File: src/rtl/inst_fetch_queue_pkg.sv
// rtl/inst_fetch_queue_pkg.sv - shared widths and constants for the fetch queue
// Purpose: default widths and fetch constants imported by the fetch queue files.
// Ports: none.
package inst_fetch_queue_pkg;

  localparam int INST_ADDR_WIDTH  = 32;  // default PC / cache address width
  localparam int INST_WIDTH       = 32;  // default instruction width
  localparam int PC_STEP          = 4;   // bytes per sequential fetch
  localparam int RESET_PC_DEFAULT = 0;   // PC loaded on reset

  // Number of bits needed to hold an occupancy in 0..depth.
  function automatic int count_width(input int depth);
    return $clog2(depth) + 1;
  endfunction

endpackage

File: src/rtl/inst_fetch_queue_fifo.sv
// rtl/inst_fetch_queue_fifo.sv - generic synchronous FIFO with flush
// Purpose: DEPTH-entry in-order buffer; flush empties it and rewinds the pointers.
// Ports: clk/rst (async, active-high), push/pop/flush controls, din/dout data,
//        count occupancy, full/empty status. dout reads entry rd_ptr combinationally.
module inst_fetch_queue_fifo
  import inst_fetch_queue_pkg::*;
#(
  parameter int W     = 64,
  parameter int DEPTH = 4
) (
  input  logic                          clk,
  input  logic                          rst,
  input  logic                          push,
  input  logic                          pop,
  input  logic                          flush,
  input  logic [W-1:0]                  din,
  output logic [W-1:0]                  dout,
  output logic [count_width(DEPTH)-1:0] count,
  output logic                          full,
  output logic                          empty
);

  localparam int PTR_W = $clog2(DEPTH);
  localparam int CNT_W = count_width(DEPTH);

  logic [W-1:0]     mem_q [DEPTH];
  logic [PTR_W-1:0] rd_ptr_q, rd_ptr_d;
  logic [PTR_W-1:0] wr_ptr_q, wr_ptr_d;
  logic [CNT_W-1:0] count_q, count_d;

  always_comb begin
    rd_ptr_d = rd_ptr_q;
    wr_ptr_d = wr_ptr_q;
    count_d  = count_q;
    if (flush) begin
      rd_ptr_d = '0;
      wr_ptr_d = '0;
      count_d  = '0;
    end else begin
      // Pointers are exactly log2(DEPTH) bits, so increments wrap for free.
      if (push) wr_ptr_d = wr_ptr_q + PTR_W'(1);
      if (pop)  rd_ptr_d = rd_ptr_q + PTR_W'(1);
      case ({push, pop})
        2'b10:   count_d = count_q + CNT_W'(1);
        2'b01:   count_d = count_q - CNT_W'(1);
        default: count_d = count_q;
      endcase
    end
  end

  // Storage is reset too so dout is never X, even before the first push.
  always_ff @(posedge clk or posedge rst) begin
    if (rst) begin
      for (int i = 0; i < DEPTH; i++) mem_q[i] <= '0;
      rd_ptr_q <= '0;
      wr_ptr_q <= '0;
      count_q  <= '0;
    end else begin
      if (push && !flush) mem_q[wr_ptr_q] <= din;
      rd_ptr_q <= rd_ptr_d;
      wr_ptr_q <= wr_ptr_d;
      count_q  <= count_d;
    end
  end

  assign dout  = mem_q[rd_ptr_q];
  assign count = count_q;
  assign full  = (count_q == CNT_W'(DEPTH));
  assign empty = (count_q == '0);

endmodule

File: src/rtl/inst_fetch_queue.sv
// rtl/inst_fetch_queue.sv - fetch stage: PC, icache request and in-order fetch queue
// Purpose: owns the PC, requests instructions from a combinational icache, queues
//          {pc, inst} for the issue stage and restarts fetch on redirects.
// Ports: clk/rst (async, active-high); icache_ce/icache_addr request,
//        icache_inst/icache_enable response; deq_valid/deq_inst/deq_pc/deq_ready
//        issue handshake; redirect_valid/redirect_pc flush; q_count occupancy.
module inst_fetch_queue
  import inst_fetch_queue_pkg::*;
#(
  parameter int              ADDR_W   = INST_ADDR_WIDTH,
  parameter int              INST_W   = INST_WIDTH,
  parameter int              DEPTH    = 4,
  parameter logic [ADDR_W-1:0] RESET_PC = ADDR_W'(RESET_PC_DEFAULT)
) (
  input  logic                          clk,
  input  logic                          rst,
  output logic                          icache_ce,
  output logic [ADDR_W-1:0]             icache_addr,
  input  logic [INST_W-1:0]             icache_inst,
  input  logic                          icache_enable,
  output logic                          deq_valid,
  output logic [INST_W-1:0]             deq_inst,
  output logic [ADDR_W-1:0]             deq_pc,
  input  logic                          deq_ready,
  input  logic                          redirect_valid,
  input  logic [ADDR_W-1:0]             redirect_pc,
  output logic [count_width(DEPTH)-1:0] q_count
);

  localparam logic [ADDR_W-1:0] ALIGN_MASK = ~ADDR_W'(3);

  logic [ADDR_W-1:0]        pc_q, pc_d;
  logic                     push, pop;
  logic                     full, empty;
  logic [ADDR_W+INST_W-1:0] fifo_dout;

  // Redirect outranks everything: it blocks this cycle's fetch and dequeue.
  assign icache_ce   = !rst && !redirect_valid && !full;
  assign icache_addr = pc_q & ALIGN_MASK;
  assign push        = icache_ce && icache_enable;
  assign deq_valid   = !empty && !redirect_valid;
  assign pop         = deq_valid && deq_ready;

  always_comb begin
    pc_d = pc_q;
    if (redirect_valid) pc_d = redirect_pc & ALIGN_MASK;
    else if (push)      pc_d = icache_addr + ADDR_W'(PC_STEP);
  end

  always_ff @(posedge clk or posedge rst) begin
    if (rst) pc_q <= RESET_PC & ALIGN_MASK;
    else     pc_q <= pc_d;
  end

  inst_fetch_queue_fifo #(
    .W     (ADDR_W + INST_W),
    .DEPTH (DEPTH)
  ) u_fifo (
    .clk   (clk),
    .rst   (rst),
    .push  (push),
    .pop   (pop),
    .flush (redirect_valid),
    .din   ({icache_addr, icache_inst}),
    .dout  (fifo_dout),
    .count (q_count),
    .full  (full),
    .empty (empty)
  );

  assign deq_pc   = fifo_dout[ADDR_W+INST_W-1:INST_W];
  assign deq_inst = fifo_dout[INST_W-1:0];

endmodule

File: config.mk
export PLATFORM = sky130hd
export DESIGN_NAME = inst_fetch_queue
export DESIGN_NICKNAME = d
export VERILOG_FILES = /design/src/rtl/inst_fetch_queue_pkg.sv /design/src/rtl/inst_fetch_queue_fifo.sv /design/src/rtl/inst_fetch_queue.sv
export SDC_FILE = /design/constraint.sdc
export NUM_CORES = 1
export LEC_CHECK = 0
export BUFFER_PORTS_ARGS = -buffer_cell sky130_fd_sc_hd__buf_2
export CORE_ASPECT_RATIO = 2
export CORE_MARGIN = 2
export CORE_UTILIZATION = 35
export DETAILED_ROUTE_END_ITERATION = 6
export SYNTH_ARGS = -nofsm -noshare
export SYNTH_HDL_FRONTEND = slang
export SYNTH_SLANG_ARGS = --single-unit
File: constraint.sdc
create_clock -name clk -period 25.7 [get_ports clk]
set_input_delay 1.285 -clock clk [delete_from_list [all_inputs] [get_ports clk]]
set_output_delay 1.285 -clock clk [all_outputs]
set_load 0.01 [all_outputs]
==> impl_metrics.env, run 1 <==
export IMPL_status="complete, no violations"
export IMPL_timing_final_max_slew_violations=0
export IMPL_power_share_switching_pct=29.1
export IMPL_critical_path_required_ns=24.41
export IMPL_rr_startpoint="u_fifo.count[0]$_DFFE_PP0P_"
export IMPL_flip_flop_and_latch_count_after_synthesis=285
export IMPL_grt_start_max_net_pins=166
export IMPL_tritoncts_num_buffers=28
export IMPL_total_leakage_power_nw=6.98
export IMPL_post_synth_top_area_cell="dfrtp_1"
export IMPL_synth_warning_count=0
export IMPL_critical_path_startpoint="u_fifo.rd_ptr_q[1]$_DFFE_PP0P_"
export IMPL_min_delay_start="u_fifo.mem_q[102]$_DFFE_PP0P_"
export IMPL_post_cts_repair_setup_buffers=0
export IMPL_dieArea_sq_um=38500
export IMPL_top_cells_by_area_synth="dfrtp_1 (55%), mux2_2 (20%), mux4_2 (11%)"
export IMPL_grt_pass1_vias=8545
export IMPL_synth_cells=887
export IMPL_core_rowCount=99
export IMPL_initial_utilization_pct=35.4
export IMPL_grt_pass1_wl_microns=49100
export IMPL_fin_worst_skew_ns=0.0169
export IMPL_design_core_area_sq_um=36400
export IMPL_syn2layout_area_growth_pct=16.3
export IMPL_cts_clk_slew_worst_paths_ns=0.07
export IMPL_multi_input_comb_area_sq_um=5420
export IMPL_synth_cell_type_count=49
export IMPL_overflow=0
export IMPL_power_share_combinational_pct=26.7
export IMPL_clkLatencyLatePin_ns=0.56
export IMPL_io_pin_count=170
export IMPL_drtPass1Iterations=4
export IMPL_post_route_period_util_pct=16.2
export IMPL_via_count_normalized_by_instance_count=5.30
export IMPL_crit_path_kind="reg -> out"
export IMPL_num_nets_final=1100
export IMPL_drv_cap=0
export IMPL_mapped_cell_area_sq_um=12900
export IMPL_final_hold_violation_count=0
export IMPL_final_seq_area_sq_um=7140
export IMPL_p_switching_mw=0.412
export IMPL_part_of_the_power_in_the_clock_network_pct=29.3
export IMPL_synthArstFlopShare_pct=100
export IMPL_place_congestion=0.741
export IMPL_dr_total_vias=7934
export IMPL_floorplan_die_height_microns=276
export IMPL_finalSetupViolations=0
export IMPL_dpl_instance_area_sq_um=14100
export IMPL_synth_edf_count=0
export IMPL_yosys_top_cells_count="dfrtp_1 (285), mux2_2 (233), mux4_2 (62), nand2_1 (52), o21ai_0 (40)"
export IMPL_intPower_mw=1.00
export IMPL_tritoncts="done"
export IMPL_totalNegativeSetupSlack_ns=0
export IMPL_placement_io_buffers=163
export IMPL_cts_root_buffer_cell="clkbuf_16"
export IMPL_holdBufCountCts=0
export IMPL_fillers=3420
export IMPL_worst_setup_path_start_kind="flip-flop"
export IMPL_drc=0
export IMPL_sequential_fraction_of_design_power_pct=44.0
export IMPL_worst_slew_margin_rel_pct=38.3
export IMPL_ir_drop_worst_case_vdd_mv=0.0718
export IMPL_worst_setup_ep_type="primary output"
export IMPL_route_antenna_remaining_nets=0
export IMPL_slew_at_the_pin_closest_to_its_max_slew_limit_ns=0.925
export IMPL_unrepaired_setup_endpoints_after_global_routing="no"
export IMPL_detail_route_wl_per_cell_microns=20.8
export IMPL_number_of_buffers_on_the_longest_clock_path=3
export IMPL_final_core_util_pct=41.2
export IMPL_achievable_frequency_ghz=0.240
export IMPL_yosysTopAreaCellShare_pct=55.3
export IMPL_final_critical_delay_including_setup_and_external_delays_ns=4.17
export IMPL_initial_antenna_violation_count=2
export IMPL_htree_levels=1
export IMPL_detail_route_wirelength_microns=31100
export IMPL_syn_area_per_cell_sq_um=14.5
export IMPL_clock_sinks=285
export IMPL_totalPowerFinal_mw=1.42
export IMPL_groute_usage_overall_pct=16.2
export IMPL_critPathMaxFanout=35
export IMPL_final_layout_size_suffix_gt1_share_pct=50.2
export IMPL_power_per_cell_area_nw_per_um2=94.4
export IMPL_timing_hold_worst_class="reg -> reg"
export IMPL_whs_ns=0.478
export IMPL_dominantRegCellSynth="dfrtp_1"
export IMPL_die_w_microns=140
export IMPL_detailed_place_hpwl_microns=19400
export IMPL_yosysSeqAreaShare_pct=55.3
export IMPL_cts_resized=0
export IMPL_drt_first_iter_violations=321
export IMPL_cp_arrival_ns=2.88
export IMPL_post_route_design_area_sq_um=15000
export IMPL_yosysMostFrequentCell="dfrtp_1"
-- worst max-delay path, stage by stage, from the launching register on --
cell and delay [ns]:
dfrtp_4 0.78, buf_4 0.72, mux4_2 0.64, buf_2 0.17
-- layout make-up --
cell class / count / share of cell area [%]
Sequential cell: 285 / 47.6
Multi-Input combinational cell: 527 / 36.1
Timing Repair Buffer: 174 / 6.07
Clock buffer: 41 / 5.67
Tap cell: 454 / 3.79
Clock inverter: 7 / 0.492
Inverter: 9 / 0.275
Antenna cell: 1 / 0.0167
-- flip-flops by register name (all words and copies together) (netlist names) --
signal / cells
u_fifo.mem_q: 248
pc_q: 30
u_fifo.count: 3
u_fifo.rd_ptr_q: 2
u_fifo.wr_ptr_q: 2
-- routing by layer --
metal | wire length [microns] | up-vias | GRT usage, %
met5 | 0 | - | 0
met2 | 16900 | 168 | 30.4
li1 | - | 3539 | -
met1 | 12100 | 4170 | 18.9
met3 | 1060 | 57 | 1.73
met4 | 1020 | 0 | 5.82
-- kinds of logic after synthesis --
| family | after synthesis | synth area share, % |
|---|---|---|
| xor gates and xnor gates | 10 | 0.679 |
| other | 1 | 0.0291 |
| adders and majority gates | 6 | 0.640 |
| DFF | 285 | 55.3 |
| AOI/OAI and AO/OA | 78 | 3.88 |
| muxes | 298 | 31.4 |
| buffers and inverters | 78 | 3.04 |
| and+or+nand+nor | 131 | 5.07 |
-- path summary, 6_finish.rpt --
check | end | slack, ns | cells past startpoint
max | deq_pc[7] | 21.53 | 3
min | u_fifo.mem_q[102]$_DFFE_PP0P_ | 0.48 | 2
max reg2reg | u_fifo.mem_q[28]$_DFFE_PP0P_ | 22.74 | 6
min reg2reg | u_fifo.mem_q[102]$_DFFE_PP0P_ | 0.48 | 2
max in group asynchronous | u_fifo.mem_q[73]$_DFFE_PP0P_ | 23.32 | 3
min in group asynchronous | u_fifo.mem_q[107]$_DFFE_PP0P_ | 0.90 | 2
-- power groups by stage --
| stage | clock network (mW) | registers [mW] | logic (mW) |
|---|---|---|---|
| floorplan | 0 | 0.603 | 0.274 |
| global placement | 0 | 0.625 | 0.380 |
| detailed placement | 0 | 0.632 | 0.386 |
| CTS | 0.430 | 0.624 | 0.387 |
| global route | 0.445 | 0.637 | 0.411 |
| finish | 0.415 | 0.623 | 0.378 |
-- placed cells by master (no fill, tap or decap), types with 4 or more instances in the layout --
cell type / count
a21oi_1: 4
a221o_1: 4
a22oi_1: 5
and3_1: 5
buf_2: 163
buf_4: 10
clkbuf_1: 4
clkbuf_16: 29
clkbuf_8: 8
clkinv_2: 4
conb_1: 4
dfrtp_1: 283
ha_1: 5
inv_1: 8
mux2_2: 233
mux4_2: 62
nand2_1: 48
nand2_4: 4
nand2b_1: 4
nand3_1: 12
nand3b_1: 4
nand4_1: 12
nor2_1: 22
nor2b_1: 6
o211ai_1: 8
o21ai_0: 40
o311ai_0: 4
xnor2_1: 6
xor2_1: 4
-- stage by stage --
| step | cells | setup slack (ns) |
|---|---|---|
| 3_3_place_gp | 1449 | 21.34 |
| 5_1_grt | 1497 | 21.31 |
| 2_1_floorplan | 890 | 16.55 |
| 4_1_cts | 1497 | 21.39 |
| 6_report | 1498 | 21.53 |
| 3_5_place_dp | 1449 | 21.33 |
(Power assumes the default switching activity.)
==> inputs of run 2 (changes only) <==
--- a/config.mk
+++ b/config.mk
@@ -5,6 +5,7 @@
 export SDC_FILE = /design/constraint.sdc
 export NUM_CORES = 1
 export LEC_CHECK = 0
+export ABC_AREA = 1
 export BUFFER_PORTS_ARGS = -buffer_cell sky130_fd_sc_hd__buf_2
 export CORE_ASPECT_RATIO = 2
 export CORE_MARGIN = 2
==> constraint.sdc (replaced) <==
create_clock -name clk -period 3.34 [get_ports clk]
set_input_delay 0.167 -clock clk [delete_from_list [all_inputs] [get_ports clk]]
set_output_delay 0.167 -clock clk [all_outputs]
set_load 0.01 [all_outputs]
==> impl_metrics.env, run 2 <==
export IMPL_status="complete, no violations"
export IMPL_clkLatencyLatePin_ns=0.55
export IMPL_rr_startpoint="u_fifo.count[1]$_DFFE_PP0P_"
export IMPL_top_cells_by_area_synth="dfrtp_1 (54%), nand2_1 (12%), o21ai_1 (8.9%)"
export IMPL_final_common_cell="nand2_1"
export IMPL_dpl_instance_area_sq_um=14400
export IMPL_yosys_top_cells_count="nand2_1 (411), dfrtp_1 (285), o21ai_1 (238), nor2_1 (168), o21ai_0 (156)"
export IMPL_slew_at_the_pin_closest_to_its_max_slew_limit_ns=0.773
export IMPL_post_route_period_util_pct=80.5
export IMPL_floorplan_die_height_microns=280
export IMPL_whs_endpoint="u_fifo.rd_ptr_q[1]$_DFFE_PP0P_"
export IMPL_num_nets_final=1865
export IMPL_worstReg2RegEnd="u_fifo.mem_q[31]$_DFFE_PP0P_"
export IMPL_die_w_microns=142
export IMPL_final_cell_mix="nand2_1 (411), dfrtp_1 (283), o21ai_1 (238)"
export IMPL_tritoncts_num_buffers=27
export IMPL_place_congestion=0.915
export IMPL_worst_setup_ep_type="primary output"
export IMPL_grt_start_max_net_pins=125
export IMPL_holdBufCountCts=63
export IMPL_cts_clk_slew_worst_paths_ns=0.06
export IMPL_cts_resized=0
export IMPL_crit_path_kind="reg -> out"
export IMPL_final_core_util_pct=42.3
export IMPL_finalSetupViolations=0
export IMPL_whs_ns=0.0543
export IMPL_cts_root_buffer_cell="clkbuf_16"
export IMPL_post_cts_repair_setup_buffers=0
export IMPL_yosysMostFrequentCell="nand2_1"
export IMPL_core_rowCount=101
export IMPL_slowest_stage="dfrtp_2"
export IMPL_syn2layout_area_growth_pct=20.2
export IMPL_worst_slew_margin_rel_pct=48.4
export IMPL_synth_warning_count=0
export IMPL_grt_pass1_vias=11500
export IMPL_synthArstFlopShare_pct=100
export IMPL_groute_usage_overall_pct=19.4
export IMPL_fin_worst_skew_ns=0.00985
export IMPL_clock_sinks=285
export IMPL_critical_path_max_stage_delay_ns=0.63
export IMPL_detail_route_wl_per_cell_microns=16.9
export IMPL_crit_path_cell_trace="buf_4 > o21ai_0 > o22ai_1 > buf_2"
export IMPL_dr_total_vias=11600
export IMPL_totalPowerFinal_mw=10.2
export IMPL_final_hold_violation_count=0
export IMPL_number_of_buffers_on_the_longest_clock_path=3
export IMPL_yosysTopAreaCellShare_pct=53.6
export IMPL_timing_reg2reg_worst_path_depth=8
export IMPL_ant_cells=0
export IMPL_post_synth_top_area_cell="dfrtp_1"
export IMPL_detail_route_wirelength_microns=38500
export IMPL_cp_arrival_ns=2.52
export IMPL_drtPass1Iterations=5
export IMPL_synth_cells=1615
export IMPL_io_pin_count=170
export IMPL_route_antenna_remaining_nets=0
export IMPL_drc=0
export IMPL_final_layout_size_suffix_gt1_share_pct=13.6
export IMPL_critPathMaxFanout=45
export IMPL_htree_levels=1
export IMPL_detailed_place_hpwl_microns=24800
export IMPL_final_critical_delay_including_setup_and_external_delays_ns=2.69
export IMPL_yosysSeqAreaShare_pct=53.6
export IMPL_synth_edf_count=0
export IMPL_top_register="u_fifo.mem_q"
export IMPL_tritoncts="done"
export IMPL_synth_cell_type_count=34
export IMPL_power_per_cell_area_nw_per_um2=639
export IMPL_via_count_normalized_by_instance_count=5.12
export IMPL_dp_worst_setup_slack_ns=1.05
export IMPL_critical_path_required_ns=3.17
export IMPL_drv_cap=0
export IMPL_fillers=3832
export IMPL_overflow=0
export IMPL_mapped_cell_area_sq_um=13300
export IMPL_initial_utilization_pct=35.2
export IMPL_placement_io_buffers=163
export IMPL_hold_depth=5
export IMPL_timing_hold_worst_class="in -> reg"
export IMPL_grt_pass1_wl_microns=61000
export IMPL_drt_first_iter_violations=778
export IMPL_dominantRegCellSynth="dfrtp_1"
export IMPL_place_inst=2161
export IMPL_worst_setup_path_start_kind="flip-flop"
export IMPL_initial_antenna_violation_count=0
export IMPL_regToRegSetupSlack_ns=1.06
export IMPL_syn_area_per_cell_sq_um=8.24
export IMPL_largest_register_ffs=248
export IMPL_finalNonFillerCells=2273
export IMPL_flip_flop_and_latch_count_after_synthesis=285
export IMPL_dieArea_sq_um=39700
export IMPL_design_core_area_sq_um=37800
export IMPL_post_route_worst_setup_slack_ns=0.652
export IMPL_min_delay_start="deq_ready"
export IMPL_achievable_frequency_ghz=0.372
export IMPL_total_leakage_power_nw=7.81
export IMPL_ir_drop_worst_case_vdd_mv=0.689
export IMPL_unrepaired_setup_endpoints_after_global_routing="no"
export IMPL_post_route_design_area_sq_um=16000
export IMPL_totalNegativeSetupSlack_ns=0
export IMPL_timing_final_max_slew_violations=0
==> run 2: changes by cell type after synthesis, moves of 10 or more <==
cell	delta
nand2_1	+359
buf_6	+25
mux2_2	-233
buf_4	-10
inv_1	+90
o22ai_1	+61
clkbuf_1	+19
nor2_1	+146
o21ai_1	+238
mux4_2	-62
nand4_1	-11
o21ai_0	+116
nand3_1	+28
==> run 2: final cells by class <==
type	instances	area (sq um)	share of cell area (%)
flip-flops and latches	285	7140	44.6
multi-input cells	1126	5160	32.3
repair buffers	248	1750	10.9
clock buffers	36	749	4.69
well taps	463	579	3.62
inverters	102	393	2.46
clock inverters	13	221	1.38
==> run 2: logic make-up (layout without fill, tap and decap cells) <==
| family | after synthesis | after routing | synth area share, % |
|---|---|---|---|
| AOI/OAI and AO/OA | 477 | 477 | 18.9 |
| xor gates and xnor gates | 8 | 8 | 0.526 |
| adders and majority gates | 6 | 6 | 0.620 |
| buffers and inverters | 207 | 399 | 7.74 |
| DFF | 285 | 285 | 53.6 |
| other | 1 | 4 | 0.0282 |
| and+or+nand+nor | 631 | 631 | 18.6 |
==> run 2: routing by layer <==
| layer | up-vias | share of wire, % | wire, microns | global-route usage [%] |
|---|---|---|---|---|
| met5 | - | 0 | 0 | 0 |
| li1 | 5662 | - | - | - |
| met4 | 0 | 4.6 | 1780 | 9.28 |
| met3 | 73 | 3.6 | 1370 | 1.68 |
| met2 | 302 | 51 | 19800 | 35.3 |
| met1 | 5592 | 40 | 15500 | 22.6 |
==> run 2: worst max path at each step <==
| stage | startpoint | endpoint | slack [ns] | cells after the start |
|---|---|---|---|---|
| 4_1_cts | u_fifo.rd_ptr_q[1]$_DFFE_PP0P_ | deq_pc[20] | 0.57 | 4 |
| 3_5_place_dp | redirect_valid | u_fifo.count[2]$_DFFE_PP0P_ | 1.05 | 13 |
| 5_1_grt | u_fifo.rd_ptr_q[1]$_DFFE_PP0P_ | deq_pc[20] | 0.47 | 4 |
| 3_3_place_gp | redirect_valid | u_fifo.count[2]$_DFFE_PP0P_ | 1.02 | 13 |
| 2_1_floorplan | rst | pc_q[10]$_DFFE_PP0P_ | -0.60 | 1 |
| 6_report | u_fifo.rd_ptr_q[1]$_DFFE_PP0P_ | deq_pc[20] | 0.65 | 4 |
==> run 2: critical path, delay by kind of cell (launching register included) <==
family,cells,cell delay [ns]
AO/OA/AOI/OAI,2,0.54
buffers and inverters,2,0.78
flip-flops,1,0.63
==> run 2: report_power, final <==
group | switching, mW | internal, mW | total, mW
Combinational | 1.44 | 0.923 | 2.37
Sequential | 0.371 | 4.09 | 4.46
Clock | 1.35 | 2.04 | 3.39
Total | 3.16 | 7.05 | 10.2
==> inputs of run 3 (changes only) <==
--- a/config.mk
+++ b/config.mk
@@ -5,7 +5,7 @@
 export SDC_FILE = /design/constraint.sdc
 export NUM_CORES = 1
 export LEC_CHECK = 0
-export ABC_AREA = 1
+export ABC_AREA = 0
 export BUFFER_PORTS_ARGS = -buffer_cell sky130_fd_sc_hd__buf_2
 export CORE_ASPECT_RATIO = 2
 export CORE_MARGIN = 2
==> constraint.sdc (replaced) <==
create_clock -name clk -period 2.24 [get_ports clk]
set_input_delay 0.112 -clock clk [delete_from_list [all_inputs] [get_ports clk]]
set_output_delay 0.112 -clock clk [all_outputs]
set_load 0.01 [all_outputs]
==> impl_metrics.env, run 3 (synthesis results as in run 1) <==
export IMPL_status="complete, no violations"
export IMPL_rr_startpoint="u_fifo.count[1]$_DFFE_PP0P_"
export IMPL_post_route_period_util_pct=96.5
export IMPL_finalSetupViolations=0
export IMPL_route_antenna_remaining_nets=0
export IMPL_final_hold_violation_count=0
export IMPL_multi_input_comb_area_sq_um=5420
export IMPL_drt_first_iter_violations=410
export IMPL_drc=0
export IMPL_dpl_instance_area_sq_um=14500
export IMPL_largest_register_ffs=248
export IMPL_critical_path_max_stage_delay_ns=0.56
export IMPL_ir_drop_worst_case_vdd_mv=0.832
export IMPL_crit_path_kind="reg -> out"
export IMPL_fin_worst_skew_ns=0.0111
export IMPL_final_seq_area_sq_um=7140
export IMPL_grt_start_max_net_pins=95
export IMPL_cp_arrival_ns=2.05
export IMPL_final_layout_size_suffix_gt1_share_pct=48.9
export IMPL_final_core_util_pct=44.1
export IMPL_total_leakage_power_nw=7.47
export IMPL_overflow=0
export IMPL_number_of_buffers_on_the_longest_clock_path=3
export IMPL_critPathMaxFanout=24
export IMPL_tritoncts_num_buffers=26
export IMPL_floorplan_die_height_microns=276
export IMPL_worst_setup_path_start_kind="flip-flop"
export IMPL_grt_pass1_vias=8893
export IMPL_tritoncts="done"
export IMPL_final_common_cell="dfrtp_1"
export IMPL_critical_path_n_buffers_inverters=2
export IMPL_detail_route_wl_per_cell_microns=19.9
export IMPL_htree_levels=1
export IMPL_initial_utilization_pct=35.4
export IMPL_core_rowCount=99
export IMPL_final_critical_delay_including_setup_and_external_delays_ns=2.16
export IMPL_dieArea_sq_um=38500
export IMPL_unrepaired_setup_endpoints_after_global_routing="yes"
export IMPL_cts_clk_slew_worst_paths_ns=0.06
export IMPL_via_count_normalized_by_instance_count=5.16
export IMPL_dr_total_vias=8268
export IMPL_detail_route_wirelength_microns=31900
export IMPL_fillers=3352
export IMPL_place_congestion=0.795
export IMPL_clkLatencyLatePin_ns=0.54
export IMPL_groute_usage_overall_pct=16.5
export IMPL_post_route_design_area_sq_um=16000
export IMPL_cts_root_buffer_cell="clkbuf_16"
export IMPL_power_per_cell_area_nw_per_um2=1010
export IMPL_totalPowerFinal_mw=16.3
export IMPL_die_w_microns=140
export IMPL_achievable_frequency_ghz=0.462
export IMPL_slowest_stage="mux4_2"
export IMPL_num_nets_final=1203
export IMPL_worst_slew_margin_rel_pct=49.7
export IMPL_worst_setup_ep_type="primary output"
export IMPL_timing_hold_worst_class="in -> reg"
export IMPL_drv_cap=0
export IMPL_io_pin_count=170
export IMPL_critical_path_startpoint="u_fifo.rd_ptr_q[1]$_DFFE_PP0P_"
export IMPL_cp_top_family="multiplexers"
export IMPL_whs_ns=0.0422
export IMPL_syn2layout_area_growth_pct=24.4
export IMPL_detailed_place_hpwl_microns=21100
export IMPL_totalNegativeSetupSlack_ns=0
export IMPL_placement_io_buffers=163
export IMPL_critical_path_required_ns=2.13
export IMPL_slew_at_the_pin_closest_to_its_max_slew_limit_ns=0.754
export IMPL_top_register="u_fifo.mem_q"
export IMPL_clock_sinks=285
export IMPL_drtPass1Iterations=5
export IMPL_design_core_area_sq_um=36400
export IMPL_crit_path_cell_trace="buf_16 > mux4_2 > buf_6"
export IMPL_grt_pass1_wl_microns=50300
export IMPL_initial_antenna_violation_count=1
export IMPL_timing_final_max_slew_violations=0
export IMPL_final_cell_mix="dfrtp_1 (283), mux2_2 (233), buf_2 (162)"
export IMPL_min_delay_start="deq_ready"
## run 3: cell types whose count changed in the layout (fill, tap and decap cells not counted), sizes merged, moves of 11 or more
cell,change
buf,+30
inv,-92
mux2,+233
mux4,+62
nand2,-363
nand3,-29
nand4,+11
nor2,-150
o21ai,-356
o22ai,-61
## run 3: power by group
part / switching [mW] / leakage, nW / internal (mW)
logic: 2.09 / 3.36 / 2.66
registers: 0.675 / 3.70 / 6.37
clock network: 1.90 / 0.415 / 2.55
total: 4.67 / 7.47 / 11.6
## run 3: through the flow
stage | cells | setup WS [ns]
global route | 1601 | -0.0113
finish | 1601 | 0.0777
CTS | 1600 | 0.0244
global placement | 1488 | 0.105
detailed placement | 1488 | 0.0679
floorplan | 890 | -1.65
## run 3: what timing repair did
item                                    CTS  global route
cloned                                    0             0
endpoints found under the hold margin   265             0
hold buffers                             64             0
resized for setup                         0             4
endpoints found under the setup margin   27            19
buffers inserted                          2             0
## run 3: final cells by class
cell class                 count  share of cell area, %
antenna                        1                 0.0156
clock buffer                  42                   5.00
clock inverter                 4                  0.296
inverter                       9                  0.234
multi-input combinational    527                   33.8
sequential                   285                   44.5
tap                          454                   3.54
timing repair buffer         279                   12.6
## run 3: path summary, 6_finish.rpt
check,end,slack [ns],depth (start not counted)
max,deq_inst[9],0.08,3
min in group asynchronous,u_fifo.count[2]$_DFFE_PP0P_,0.18,3
max in group asynchronous,u_fifo.mem_q[182]$_DFFE_PP0P_,1.22,4
max reg2reg,u_fifo.mem_q[121]$_DFFE_PP0P_,0.18,6
min,u_fifo.count[2]$_DFFE_PP0P_,0.04,4
min reg2reg,u_fifo.mem_q[164]$_DFFE_PP0P_,0.48,2
## run 3: metal layers
metal  wire length [microns]  share of wire (%)  global-route usage [%]
met2                   17400                 55                    31.2
met3                    1110                3.5                    1.82
met1                   12300                 39                    19.2
met4                    1000                3.1                    5.92
met5                       0                  0                       0
## run 3: worst register-to-register path, cell delays in order, from the launching register on
cell,delay [ns]
dfrtp_1,0.39
nor2_1,0.33
a21oi_4,0.12
buf_4,0.21
nand2_4,0.09
buf_4,0.39
mux2_2,0.43
